[src/rtl/regfile_wb_ctrl_pkg.sv]
// Shared core widths (register/data ranges, writeback FIFO depth) and the types used by regfile_wb_ctrl.
// Optional macro WB_BYPASS_EN is consumed by the top module, not here.
`ifndef VERIRISCV_CORE_VH
`define VERIRISCV_CORE_VH
`define RF_RANGE 4:0
`define DATA_RANGE 31:0
`define REG_NUM 32
`define WB_FIFO_DEPTH 4
`endif

package regfile_wb_ctrl_pkg;

  localparam int REG_NUM = `REG_NUM;

  typedef struct packed {
    logic [`RF_RANGE]   rd;
    logic [`DATA_RANGE] data;
  } wb_entry_t;

  localparam int ENTRY_W = $bits(wb_entry_t);

  function automatic logic is_x0(input logic [`RF_RANGE] rd);
    return rd == '0;
  endfunction

endpackage

[src/rtl/regfile_wb_ctrl_if.sv]
// Bus bundle for the writeback controller: both writeback sources, decode scoreboard
// and bypass lookups, and the register file write port.
interface regfile_wb_ctrl_if;
  logic               a_valid;
  logic [`RF_RANGE]   a_rd;
  logic [`DATA_RANGE] a_data;
  logic               b_valid;
  logic               b_ready;
  logic [`RF_RANGE]   b_rd;
  logic [`DATA_RANGE] b_data;
  logic               iss_valid;
  logic [`RF_RANGE]   iss_rd;
  logic [`RF_RANGE]   chk_rs1;
  logic [`RF_RANGE]   chk_rs2;
  logic               busy_rs1;
  logic               busy_rs2;
  logic               rf_wen;
  logic [`RF_RANGE]   rf_waddr;
  logic [`DATA_RANGE] rf_din;
  logic               byp_rs1_hit;
  logic               byp_rs2_hit;
  logic [`DATA_RANGE] byp_rs1_data;
  logic [`DATA_RANGE] byp_rs2_data;

  modport slave (
    input  a_valid, a_rd, a_data, b_valid, b_rd, b_data,
    input  iss_valid, iss_rd, chk_rs1, chk_rs2,
    output b_ready, busy_rs1, busy_rs2, rf_wen, rf_waddr, rf_din,
    output byp_rs1_hit, byp_rs2_hit, byp_rs1_data, byp_rs2_data
  );

  modport master (
    output a_valid, a_rd, a_data, b_valid, b_rd, b_data,
    output iss_valid, iss_rd, chk_rs1, chk_rs2,
    input  b_ready, busy_rs1, busy_rs2, rf_wen, rf_waddr, rf_din,
    input  byp_rs1_hit, byp_rs2_hit, byp_rs1_data, byp_rs2_data
  );
endinterface

[src/rtl/regfile_wb_ctrl_wb_fifo.sv]
// Synchronous FIFO buffering long-latency writeback results ({rd,data}).
// DEPTH must be a power of two >= 2; pointers carry one extra wrap bit.
module regfile_wb_ctrl_wb_fifo #(
  parameter int DEPTH = 4,
  parameter int WIDTH = 37
) (
  input  logic             clk,
  input  logic             rst,
  input  logic             push,
  input  logic             pop,
  input  logic [WIDTH-1:0] wdata,
  output logic [WIDTH-1:0] rdata,
  output logic             full,
  output logic             empty
);
  localparam int AW = $clog2(DEPTH);

  logic [WIDTH-1:0] mem [DEPTH];
  logic [AW:0]      wr_ptr;
  logic [AW:0]      rd_ptr;
  logic             do_push;
  logic             do_pop;

  assign do_push = push && !full;
  assign do_pop  = pop && !empty;
  assign empty   = (wr_ptr == rd_ptr);
  assign full    = (wr_ptr[AW] != rd_ptr[AW]) && (wr_ptr[AW-1:0] == rd_ptr[AW-1:0]);
  assign rdata   = mem[rd_ptr[AW-1:0]];

  always_ff @(posedge clk or posedge rst) begin
    if (rst) begin
      wr_ptr <= '0;
      rd_ptr <= '0;
    end else begin
      if (do_push) wr_ptr <= wr_ptr + 1'b1;
      if (do_pop)  rd_ptr <= rd_ptr + 1'b1;
    end
  end

  // Storage needs no reset: reset empties the FIFO through the pointers.
  always_ff @(posedge clk) begin
    if (do_push) mem[wr_ptr[AW-1:0]] <= wdata;
  end

endmodule

[src/rtl/regfile_wb_ctrl.sv]
// Register file writeback arbiter: pipeline writes win, buffered long-latency results fill idle slots,
// and a pending-write scoreboard flags RAW hazards. Optional macro WB_BYPASS_EN enables the bypass outputs.
module regfile_wb_ctrl
  import regfile_wb_ctrl_pkg::*;
#(
  parameter int FIFO_DEPTH = `WB_FIFO_DEPTH
) (
  input logic              clk,
  input logic              rst,
  regfile_wb_ctrl_if.slave bus
);
  wb_entry_t          push_entry;
  wb_entry_t          head;
  logic               full;
  logic               empty;
  logic               push;
  logic               pop;
  logic [REG_NUM-1:0] pending;
  logic [REG_NUM-1:0] pending_nxt;
  logic               rf_wen;
  logic [`RF_RANGE]   rf_waddr;
  logic [`DATA_RANGE] rf_din;

  assign push_entry  = '{rd: bus.b_rd, data: bus.b_data};
  assign push        = bus.b_valid && !full;
  assign pop         = !bus.a_valid && !empty;
  assign bus.b_ready = !full;

  regfile_wb_ctrl_wb_fifo #(
    .DEPTH (FIFO_DEPTH),
    .WIDTH (ENTRY_W)
  ) u_wb_fifo (
    .clk   (clk),
    .rst   (rst),
    .push  (push),
    .pop   (pop),
    .wdata (push_entry),
    .rdata (head),
    .full  (full),
    .empty (empty)
  );

  // x0 writes are still consumed so the FIFO keeps draining; only the enable is suppressed.
  always_ff @(posedge clk or posedge rst) begin
    if (rst) begin
      rf_wen   <= 1'b0;
      rf_waddr <= '0;
      rf_din   <= '0;
    end else if (bus.a_valid) begin
      rf_wen   <= !is_x0(bus.a_rd);
      rf_waddr <= bus.a_rd;
      rf_din   <= bus.a_data;
    end else if (pop) begin
      rf_wen   <= !is_x0(head.rd);
      rf_waddr <= head.rd;
      rf_din   <= head.data;
    end else begin
      rf_wen   <= 1'b0;
    end
  end

  // Issue is applied after the pop clear so a same-cycle set wins.
  always_comb begin
    pending_nxt = pending;
    if (pop) pending_nxt[head.rd] = 1'b0;
    if (bus.iss_valid) pending_nxt[bus.iss_rd] = 1'b1;
    pending_nxt[0] = 1'b0;
  end

  always_ff @(posedge clk or posedge rst) begin
    if (rst) pending <= '0;
    else     pending <= pending_nxt;
  end

  assign bus.busy_rs1 = pending[bus.chk_rs1];
  assign bus.busy_rs2 = pending[bus.chk_rs2];
  assign bus.rf_wen   = rf_wen;
  assign bus.rf_waddr = rf_waddr;
  assign bus.rf_din   = rf_din;

`ifdef WB_BYPASS_EN
  assign bus.byp_rs1_hit  = rf_wen && (rf_waddr == bus.chk_rs1) && !is_x0(bus.chk_rs1);
  assign bus.byp_rs2_hit  = rf_wen && (rf_waddr == bus.chk_rs2) && !is_x0(bus.chk_rs2);
  assign bus.byp_rs1_data = rf_din;
  assign bus.byp_rs2_data = rf_din;
`else
  assign bus.byp_rs1_hit  = 1'b0;
  assign bus.byp_rs2_hit  = 1'b0;
  assign bus.byp_rs1_data = '0;
  assign bus.byp_rs2_data = '0;
`endif

  // Protocol checks: decode must stall WAW, and each source must agree with the scoreboard.
  a_iss_waw: assert property (@(posedge clk) disable iff (rst)
    (bus.iss_valid && !is_x0(bus.iss_rd)) |-> (!pending[bus.iss_rd] || (pop && head.rd == bus.iss_rd)));
  a_src_a_pending: assert property (@(posedge clk) disable iff (rst)
    (bus.a_valid && !is_x0(bus.a_rd)) |-> !pending[bus.a_rd]);
  a_src_b_unissued: assert property (@(posedge clk) disable iff (rst)
    (push && !is_x0(bus.b_rd)) |-> pending[bus.b_rd]);

endmodule
[src/flat_wrapper.sv]
// flat-port wrapper written by rule: the top's interface ports become plain ports
module regfile_wb_ctrl_flat import regfile_wb_ctrl_pkg::*;
#(
  parameter int FIFO_DEPTH = `WB_FIFO_DEPTH
)
  (clk, rst, bus_a_valid, bus_a_rd, bus_a_data, bus_b_valid, bus_b_rd, bus_b_data, bus_iss_valid, bus_iss_rd, bus_chk_rs1, bus_chk_rs2, bus_b_ready, bus_busy_rs1, bus_busy_rs2, bus_rf_wen, bus_rf_waddr, bus_rf_din, bus_byp_rs1_hit, bus_byp_rs2_hit, bus_byp_rs1_data, bus_byp_rs2_data);
  regfile_wb_ctrl_if bus_i ();
  input logic clk;
  input logic rst;
  input wire logic [$bits(bus_i.a_valid)-1:0] bus_a_valid;
  input wire logic [$bits(bus_i.a_rd)-1:0] bus_a_rd;
  input wire logic [$bits(bus_i.a_data)-1:0] bus_a_data;
  input wire logic [$bits(bus_i.b_valid)-1:0] bus_b_valid;
  input wire logic [$bits(bus_i.b_rd)-1:0] bus_b_rd;
  input wire logic [$bits(bus_i.b_data)-1:0] bus_b_data;
  input wire logic [$bits(bus_i.iss_valid)-1:0] bus_iss_valid;
  input wire logic [$bits(bus_i.iss_rd)-1:0] bus_iss_rd;
  input wire logic [$bits(bus_i.chk_rs1)-1:0] bus_chk_rs1;
  input wire logic [$bits(bus_i.chk_rs2)-1:0] bus_chk_rs2;
  output wire logic [$bits(bus_i.b_ready)-1:0] bus_b_ready;
  output wire logic [$bits(bus_i.busy_rs1)-1:0] bus_busy_rs1;
  output wire logic [$bits(bus_i.busy_rs2)-1:0] bus_busy_rs2;
  output wire logic [$bits(bus_i.rf_wen)-1:0] bus_rf_wen;
  output wire logic [$bits(bus_i.rf_waddr)-1:0] bus_rf_waddr;
  output wire logic [$bits(bus_i.rf_din)-1:0] bus_rf_din;
  output wire logic [$bits(bus_i.byp_rs1_hit)-1:0] bus_byp_rs1_hit;
  output wire logic [$bits(bus_i.byp_rs2_hit)-1:0] bus_byp_rs2_hit;
  output wire logic [$bits(bus_i.byp_rs1_data)-1:0] bus_byp_rs1_data;
  output wire logic [$bits(bus_i.byp_rs2_data)-1:0] bus_byp_rs2_data;
  assign bus_i.a_valid = bus_a_valid;
  assign bus_i.a_rd = bus_a_rd;
  assign bus_i.a_data = bus_a_data;
  assign bus_i.b_valid = bus_b_valid;
  assign bus_i.b_rd = bus_b_rd;
  assign bus_i.b_data = bus_b_data;
  assign bus_i.iss_valid = bus_iss_valid;
  assign bus_i.iss_rd = bus_iss_rd;
  assign bus_i.chk_rs1 = bus_chk_rs1;
  assign bus_i.chk_rs2 = bus_chk_rs2;
  assign bus_b_ready = bus_i.b_ready;
  assign bus_busy_rs1 = bus_i.busy_rs1;
  assign bus_busy_rs2 = bus_i.busy_rs2;
  assign bus_rf_wen = bus_i.rf_wen;
  assign bus_rf_waddr = bus_i.rf_waddr;
  assign bus_rf_din = bus_i.rf_din;
  assign bus_byp_rs1_hit = bus_i.byp_rs1_hit;
  assign bus_byp_rs2_hit = bus_i.byp_rs2_hit;
  assign bus_byp_rs1_data = bus_i.byp_rs1_data;
  assign bus_byp_rs2_data = bus_i.byp_rs2_data;
  regfile_wb_ctrl #(.FIFO_DEPTH(FIFO_DEPTH)) u_core (.clk(clk), .rst(rst), .bus(bus_i));
endmodule
[config.mk]
export PLATFORM = sky130hd
export DESIGN_NAME = regfile_wb_ctrl_flat
export DESIGN_NICKNAME = d
export VERILOG_FILES = /design/src/rtl/regfile_wb_ctrl_pkg.sv /design/src/rtl/regfile_wb_ctrl_if.sv /design/src/rtl/regfile_wb_ctrl_wb_fifo.sv /design/src/rtl/regfile_wb_ctrl.sv /design/src/flat_wrapper.sv
export SDC_FILE = /design/constraint.sdc
export NUM_CORES = 1
export LEC_CHECK = 0
export ABC_AREA = 1
export CAP_MARGIN = 20
export CORE_MARGIN = 4
export CORE_UTILIZATION = 45
export CTS_CLUSTER_DIAMETER = 120
export CTS_CLUSTER_SIZE = 25
export DETAILED_ROUTE_END_ITERATION = 10
export GPL_TIMING_DRIVEN = 0
export PLACE_DENSITY = 0.78
export SLEW_MARGIN = 20
export SYNTH_ARGS = -nofsm -noshare
export SYNTH_HDL_FRONTEND = slang
export SYNTH_HIERARCHICAL = 1
export SYNTH_SLANG_ARGS = --single-unit
[constraint.sdc]
create_clock -name clk -period 9.1 [get_ports clk]
set_input_delay 1.82 -clock clk [delete_from_list [all_inputs] [get_ports clk]]
set_output_delay 1.82 -clock clk [all_outputs]
set_load 0.01 [all_outputs]
==> metrics, run 1 <==
routed length per instance=17.3 um; clock buffer count from CTS=12; Post-Route Skew=7.46 ps; number of global-route vias before repair=about 7300; layout cells sized above 1=10.8%; Clk pwr share=16.2%; H-Tree Level Count=1; synthesized cell area=9980 um2; YS warnings=6; Layout fillers=1850; Vias/cell=around 5.2; fin crit period=approximately 5300 ps; r2r startpoint=u_core/u_wb_fifo/rd_ptr[0]; startpoint types=input pin; core area=21800 um2; overall die width=157 um; FF-to-FF setup slack=6430 ps; sequential area share after synthesis=63.3%; Die ar.=around 25000 um2; initial antenna violation count=1; Routed Antenna Nets=0; Setup TNS Final=0 ps; number of synthesized flops with an enable pin=148; CTS sink count=223; Starting Density=45.7%; # rows=54; CTS tree=done; Max-slew headroom=55.0%; CP arrival=about 3500 ps; Worst Setup SP=bus_chk_rs1[2]; fin crit share=58.7%; Hold Buf Count CTS=0; worst-margin pin slew=between 600 and 700 ps; vias=roughly 7600; sw power=approximately 1.3 mW; Data required, critical path=between 7000 and 8000 ps; top_reg_cell synth=edfxtp_1; Final Hold Viols=0; Placer Congestion=0.949; flops & latches, synth=about 220; final layout net count=approximately 1300; PostCTS Resize Cnt=0; crit-path max FO=5; grt total ovfl=0; Pre-antenna DRT Iters=6; Hold WC Path Type=reg2reg; syn_area_per_cell=around 10 um2; RR Endpoint=u_core/pending[5]; combinational power share=40.0%; reg2reg path depth=8; DRC Markers=0; Clock Latency Late Sink=between 400 and 500 ps; Slew Limit Fails=0; RSZ-0062 raised after global routing=no; Worst IR Drop VDD=0.000197 V; pin count of the biggest net entering global routing=39; setup bufs post-CTS=0; Area growth syn-to-layout=24.0%; DP HPWL=18.0 mm; Cells after DPL=1452; Layout Cells excl Fill=1472; Finish-stage setup viols=0; first-pass GRT wire length=between 30 and 40 mm; Leak=5.03 nW; dpl ws=3760 ps; Synth async-reset ratio=between 30 and 40%; drt total wl=approximately 26 mm; Longest Clk Path Bufs=3; Switching Fraction=37.7%; Die Ht=157 um; PD cells=approximately 290 nW/um2; I/O pins=between 200 and 250; Cells after Synth=972; clk root buf=clkbuf_16; PortBufs=130; Distinct cells, synth=29; Max Cap Viol=0; Critical Path End=bus_busy_rs1; Int Power=~2.2 mW; crit end category=output pin; part of the power in registers=43.8%; status=complete, no violations; CTS clk-pin slew, worst paths=90 ps; ANT cells=0; Max Fclk=187 MHz; DRT iter0 DRCs=675; crit path kind=in2out; final worst slack=3760 ps; All-Layer GR Usage=about a fifth
-- layer usage --
metal	vias to the layer above	wire, um	GRT usage (%)
met5	-	12	0
met4	2	576	6.32
met3	44	2810	4.34
met2	418	12100	34.1
met1	3535	10000	25.9
li1	3639	-	-
-- Yosys cell counts, types with 2 or more instances --
cell type	instances	area, um2
nor2_1	78	293
clkbuf_1	16	60.1
buf_4	70	526
o22ai_1	37	231
nand2_1	209	785
edfxtp_1	148	4440
inv_1	42	158
nand3_1	110	551
o211ai_1	5	37.5
o21ai_1	33	165
dfrtp_1	75	1880
buf_2	19	95.1
nand2_2	4	25.0
nor2_4	2	22.5
inv_2	4	15.0
o21ai_0	103	515
ha_1	5	62.6
-- registers in the layout (all words and copies together) (netlist names) --
name,flops
u_core/u_wb_fifo/rd_ptr,3
u_core/bus.rf_din,32
u_core/pending,31
u_core/bus.rf_waddr,5
u_core/bus.rf_wen,1
u_core/u_wb_fifo/mem,148
u_core/u_wb_fifo/wr_ptr,3
-- kinds of logic after synthesis --
| group | Yosys count | share of synthesized area [%] |
|---|---|---|
| other | 1 | 0.0376 |
| AO/OA/AOI/OAI | 180 | 9.69 |
| XOR/XNOR | 2 | 0.364 |
| AND/OR/NAND/NOR | 407 | 17.2 |
| flip-flops | 223 | 63.3 |
| adder cells (fa/ha/maj) | 5 | 0.627 |
| buffers and inverters | 154 | 8.75 |
-- per-stage QoR --
stage	util [%]	cell area (um2)	hold slack, ps	total power, mW
floorplan	-	10200	460	2.39
global placement	54.4	11900	463	2.94
detailed placement	55.1	12000	472	3.01
CTS	56.7	12400	497	3.59
global route	56.7	12400	517	3.81
finish	56.7	12400	492	3.58
-- worst max-delay path, cell delays in order --
cell and delay (ps):
clkdlybuf4s50_1 620, inv_1 170, nand3_1 130, nand3_1 90
nand2_1 80, nand2_1 40, nand2_1 50, clkdlybuf4s50_1 520
-- power groups by stage --
| stage | Combinational [mW] | Clock (mW) | Sequential [mW] |
|---|---|---|---|
| floorplan | 0.804 | 0 | 1.59 |
| global placement | 1.34 | 0 | 1.59 |
| detailed placement | 1.42 | 0 | 1.58 |
| CTS | 1.43 | 0.591 | 1.57 |
| global route | 1.58 | 0.631 | 1.60 |
| finish | 1.43 | 0.580 | 1.57 |
-- cell type report --
type	instances	area [um2]	share of cell area, %
plain buffers	108	701	5.66
clock buffers	20	362	2.92
inverters	46	175	1.42
multi-input cells	660	3050	24.7
flip-flops and latches	223	6320	51.1
well taps	280	350	2.83
repair buffers	135	1420	11.4
-- layout by cell type (no fill, tap or decap) --
| cell type | instances |
|---|---|
| edfxtp_1 | 148 |
| nand2_1 | 209 |
| nor2_2 | 1 |
| buf_6 | 1 |
| inv_2 | 5 |
| buf_16 | 2 |
| buf_2 | 19 |
| o21ai_1 | 33 |
| inv_4 | 1 |
| nand3_4 | 1 |
| xnor2_4 | 1 |
| nor4_1 | 1 |
| o21ai_0 | 103 |
| buf_12 | 3 |
| o211ai_1 | 5 |
| dfrtp_1 | 75 |
| clkdlybuf4s50_1 | 130 |
| clkbuf_16 | 13 |
| a221o_1 | 1 |
| clkbuf_1 | 22 |
| nand3_2 | 1 |
| inv_1 | 40 |
| nor2_1 | 75 |
| clkbuf_2 | 1 |
| buf_4 | 70 |
| o31ai_1 | 1 |
| nor2_4 | 5 |
| clkbuf_8 | 1 |
| o22ai_1 | 37 |
| xor2_1 | 1 |
| conb_1 | 66 |
| nand3_1 | 110 |
| buf_1 | 1 |
| nand2_2 | 4 |
| ha_1 | 5 |
-- worst min-delay path by stage --
stage / cells after the start / to / from
finish: 2 / u_core/bus.rf_din[8] / u_core/bus.rf_din[8]
global route: 2 / u_core/bus.rf_din[20] / u_core/bus.rf_din[20]
CTS: 2 / u_core/bus.rf_din[9] / u_core/bus.rf_din[9]
detailed placement: 2 / u_core/bus.rf_din[9] / u_core/bus.rf_din[9]
global placement: 2 / u_core/bus.rf_din[24] / u_core/bus.rf_din[24]
floorplan: 2 / u_core/pending[3] / u_core/pending[3]
Note: power is estimated with default switching activity, not from simulation.
==> run 2, diff against run 1 <==
--- a/config.mk
+++ b/config.mk
@@ -13,7 +13,7 @@
 export CTS_CLUSTER_SIZE = 25
 export DETAILED_ROUTE_END_ITERATION = 10
 export GPL_TIMING_DRIVEN = 0
-export PLACE_DENSITY = 0.78
+export PLACE_DENSITY = 0.81
 export SLEW_MARGIN = 20
 export SYNTH_ARGS = -nofsm -noshare
 export SYNTH_HDL_FRONTEND = slang
==> constraint.sdc (replaced) <==
create_clock -name clk -period 4.5 [get_ports clk]
set_input_delay 0.9 -clock clk [delete_from_list [all_inputs] [get_ports clk]]
set_output_delay 0.9 -clock clk [all_outputs]
set_load 0.01 [all_outputs]
==> run 2 against run 1 <==
Against the previous run: critical path depth did not move; first-iteration DRC count grew 13%; sequential power grew 100%; combinational power is 100% higher; core utilization stayed put; sequential share of layout area unchanged; non-clock buffer count unchanged; die area unchanged; routed wire length down 0.72%; register-to-register slack got worse by 4600 ps; final cell count did not move; critical endpoint unchanged; largest power group unchanged; highest routed layer unchanged.
==> metrics, run 2 (synthesized netlist as in run 1, its figures left out) <==
Clock Latency Late Sink=480 ps; clk root buf=clkbuf_16; RSZ-0062 raised after global routing=no; critical path's slowest cell=clkdlybuf4s50_1; PD cells=roughly 590 nW/um2; DP HPWL=17.9 mm; Final Hold Viols=0; Clk pwr share=around 16%; post-route cell area=12400 um2; pin count of the biggest net entering global routing=39; combinational power share=about two fifths; crit path kind=in2out; Layout fillers=1854; Leak=just over 5 nW; most frequent cells in the layout=209 x nand2_1, 148 x edfxtp_1, 130 x clkdlybuf4s50_1, 110 x nand3_1, 103 x o21ai_0; commonest non-fill, non-tap cell in the layout=nand2_1; setup bufs post-CTS=0; final core occ=~57%; PostCTS Resize Cnt=0; Post-DP Area=12000 um2; crit end category=output pin; status=complete, no violations; fin crit share=76.7%; number of global-route vias before repair=between 7000 and 8000; Max Fclk=approximately 290 MHz; PortBufs=130; Pre-antenna DRT Iters=5; CTS tree=done; crit-path max FO=5; Post-Route Skew=20.1 ps; Starting Density=around 46%; overall die width=157 um; max FFs per register=148; layout cells sized above 1=~11%; Setup TNS Final=0 ps; grt total ovfl=0; clock buffer count from CTS=12; Vias/cell=5.25; vias=7730; Max-slew headroom=47.2%; CTS sink count=223; routed length per instance=17.2 um; most frequent CP cell=nand2_1; ANT cells=0; CTS clk-pin slew, worst paths=90 ps; worst-margin pin slew=a little under 800 ps; Die Ht=between 150 and 200 um; Finish-stage setup viols=0; sw power=2.74 mW; final worst slack=1050 ps; final layout net count=1285; Area growth syn-to-layout=24.0%; Data required, critical path=3600 ps; crit-path cells=clkdlybuf4s50_1, inv_1, nand3_1, nand3_1, nand2_1, nand2_1, nand2_1, clkdlybuf4s50_1; Placer Congestion=approximately 0.92; DRC Markers=0; core area=21800 um2; Hold Buf Count CTS=0; Worst IR Drop VDD=~0.0004 V; All-Layer GR Usage=19.7%; startpoint types=input pin; H-Tree Level Count=1; fin crit period=3450 ps; dpl ws=between 1000 and 1500 ps; drt total wl=25.3 mm; Die ar.=approximately 25000 um2; DRT iter0 DRCs=765; Routed Antenna Nets=0; part of the power in registers=approximately 44%; Slew Limit Fails=0; Switching Fraction=37.8%; CP arrival=2550 ps; I/O pins=201; first-pass GRT wire length=38.4 mm; initial antenna violation count=1; Longest Clk Path Bufs=3; Int Power=4.51 mW; Max Cap Viol=0; max incr delay on CP=620 ps; # rows=54; Hold WC Path Type=reg2reg
## run 2: cell counts in the layout (fill, tap and decap cells not counted)
No cell type changed its count.
## run 2: worst max-delay path, delay by kind of cell
kind | cells | cell delay [ps]
simple gates | 5 | 350
buf+inv | 3 | 1290
## run 2: through the flow
step                hold slack (ps)  instances  total power, mW
global placement                464       1447             5.93
CTS                             491       1472             7.24
detailed placement              468       1452             6.08
floorplan                       460       1037             4.84
finish                          489       1472             7.25
global route                    516       1472             7.69
## run 2: final timing paths
| path | from | endpoint | slack, ps | cells after the start |
|---|---|---|---|---|
| max in group asynchronous | rst | u_core/bus.rf_din[16] | 3090 | 3 |
| max | bus_chk_rs1[2] | bus_busy_rs1 | 1050 | 8 |
| min | u_core/bus.rf_din[4] | u_core/bus.rf_din[4] | 490 | 2 |
| min reg2reg | u_core/bus.rf_din[4] | u_core/bus.rf_din[4] | 490 | 2 |
| min in group asynchronous | rst | u_core/u_wb_fifo/wr_ptr[0] | 720 | 2 |
| max reg2reg | u_core/u_wb_fifo/rd_ptr[1] | u_core/pending[29] | 1810 | 8 |
## run 2: metal layers
metal | global-route usage, % | vias up | part of all wire, %
met5 | 0 | - | 0.047
met4 | 5.08 | 2 | 1.9
met3 | 3.88 | 46 | 12
met2 | 33.3 | 484 | 47
met1 | 26.4 | 3553 | 39
li1 | - | 3645 | -
## run 2: power by group through the flow
stage / clock network, mW / logic [mW] / registers (mW)
floorplan: 0 / 1.63 / 3.21
detailed placement: 0 / 2.88 / 3.20
global route: 1.27 / 3.19 / 3.23
global placement: 0 / 2.72 / 3.22
CTS: 1.18 / 2.89 / 3.16
finish: 1.17 / 2.91 / 3.17
## run 2: cell type report
cell class	instances	area [um2]	share of cell area [%]
Multi-Input combinational cell	660	3050	24.7
Tap cell	280	350	2.83
Sequential cell	223	6320	51.1
Clock buffer	20	362	2.92
Buffer	108	701	5.66
Timing Repair Buffer	135	1420	11.4
Inverter	46	175	1.42
==> run 3, diff against run 2 <==
--- a/config.mk
+++ b/config.mk
@@ -13,7 +13,7 @@
 export CTS_CLUSTER_SIZE = 25
 export DETAILED_ROUTE_END_ITERATION = 10
 export GPL_TIMING_DRIVEN = 0
-export PLACE_DENSITY = 0.81
+export PLACE_DENSITY = 0.78
 export SLEW_MARGIN = 20
 export SYNTH_ARGS = -nofsm -noshare
 export SYNTH_HDL_FRONTEND = slang
==> constraint.sdc (replaced) <==
create_clock -name clk -period 3.25 [get_ports clk]
set_input_delay 0.65 -clock clk [delete_from_list [all_inputs] [get_ports clk]]
set_output_delay 0.65 -clock clk [all_outputs]
set_load 0.01 [all_outputs]
==> results of run 3 <==
Same layout as run 1 (identical final DEF). Status: complete, no violations.
Main changes from that run: setup slack after placement 3760 ps -> 248 ps; clock-pin slew on the worst setup and hold paths 90 ps -> 100 ps; setup slack after layout 3760 ps -> 246 ps; hold slack 492 ps -> 487 ps; register-to-register setup slack 6430 ps -> 580 ps; total power 3.58 mW -> 10.0 mW; worst IR drop on VDD 0.000197 V -> 0.000551 V
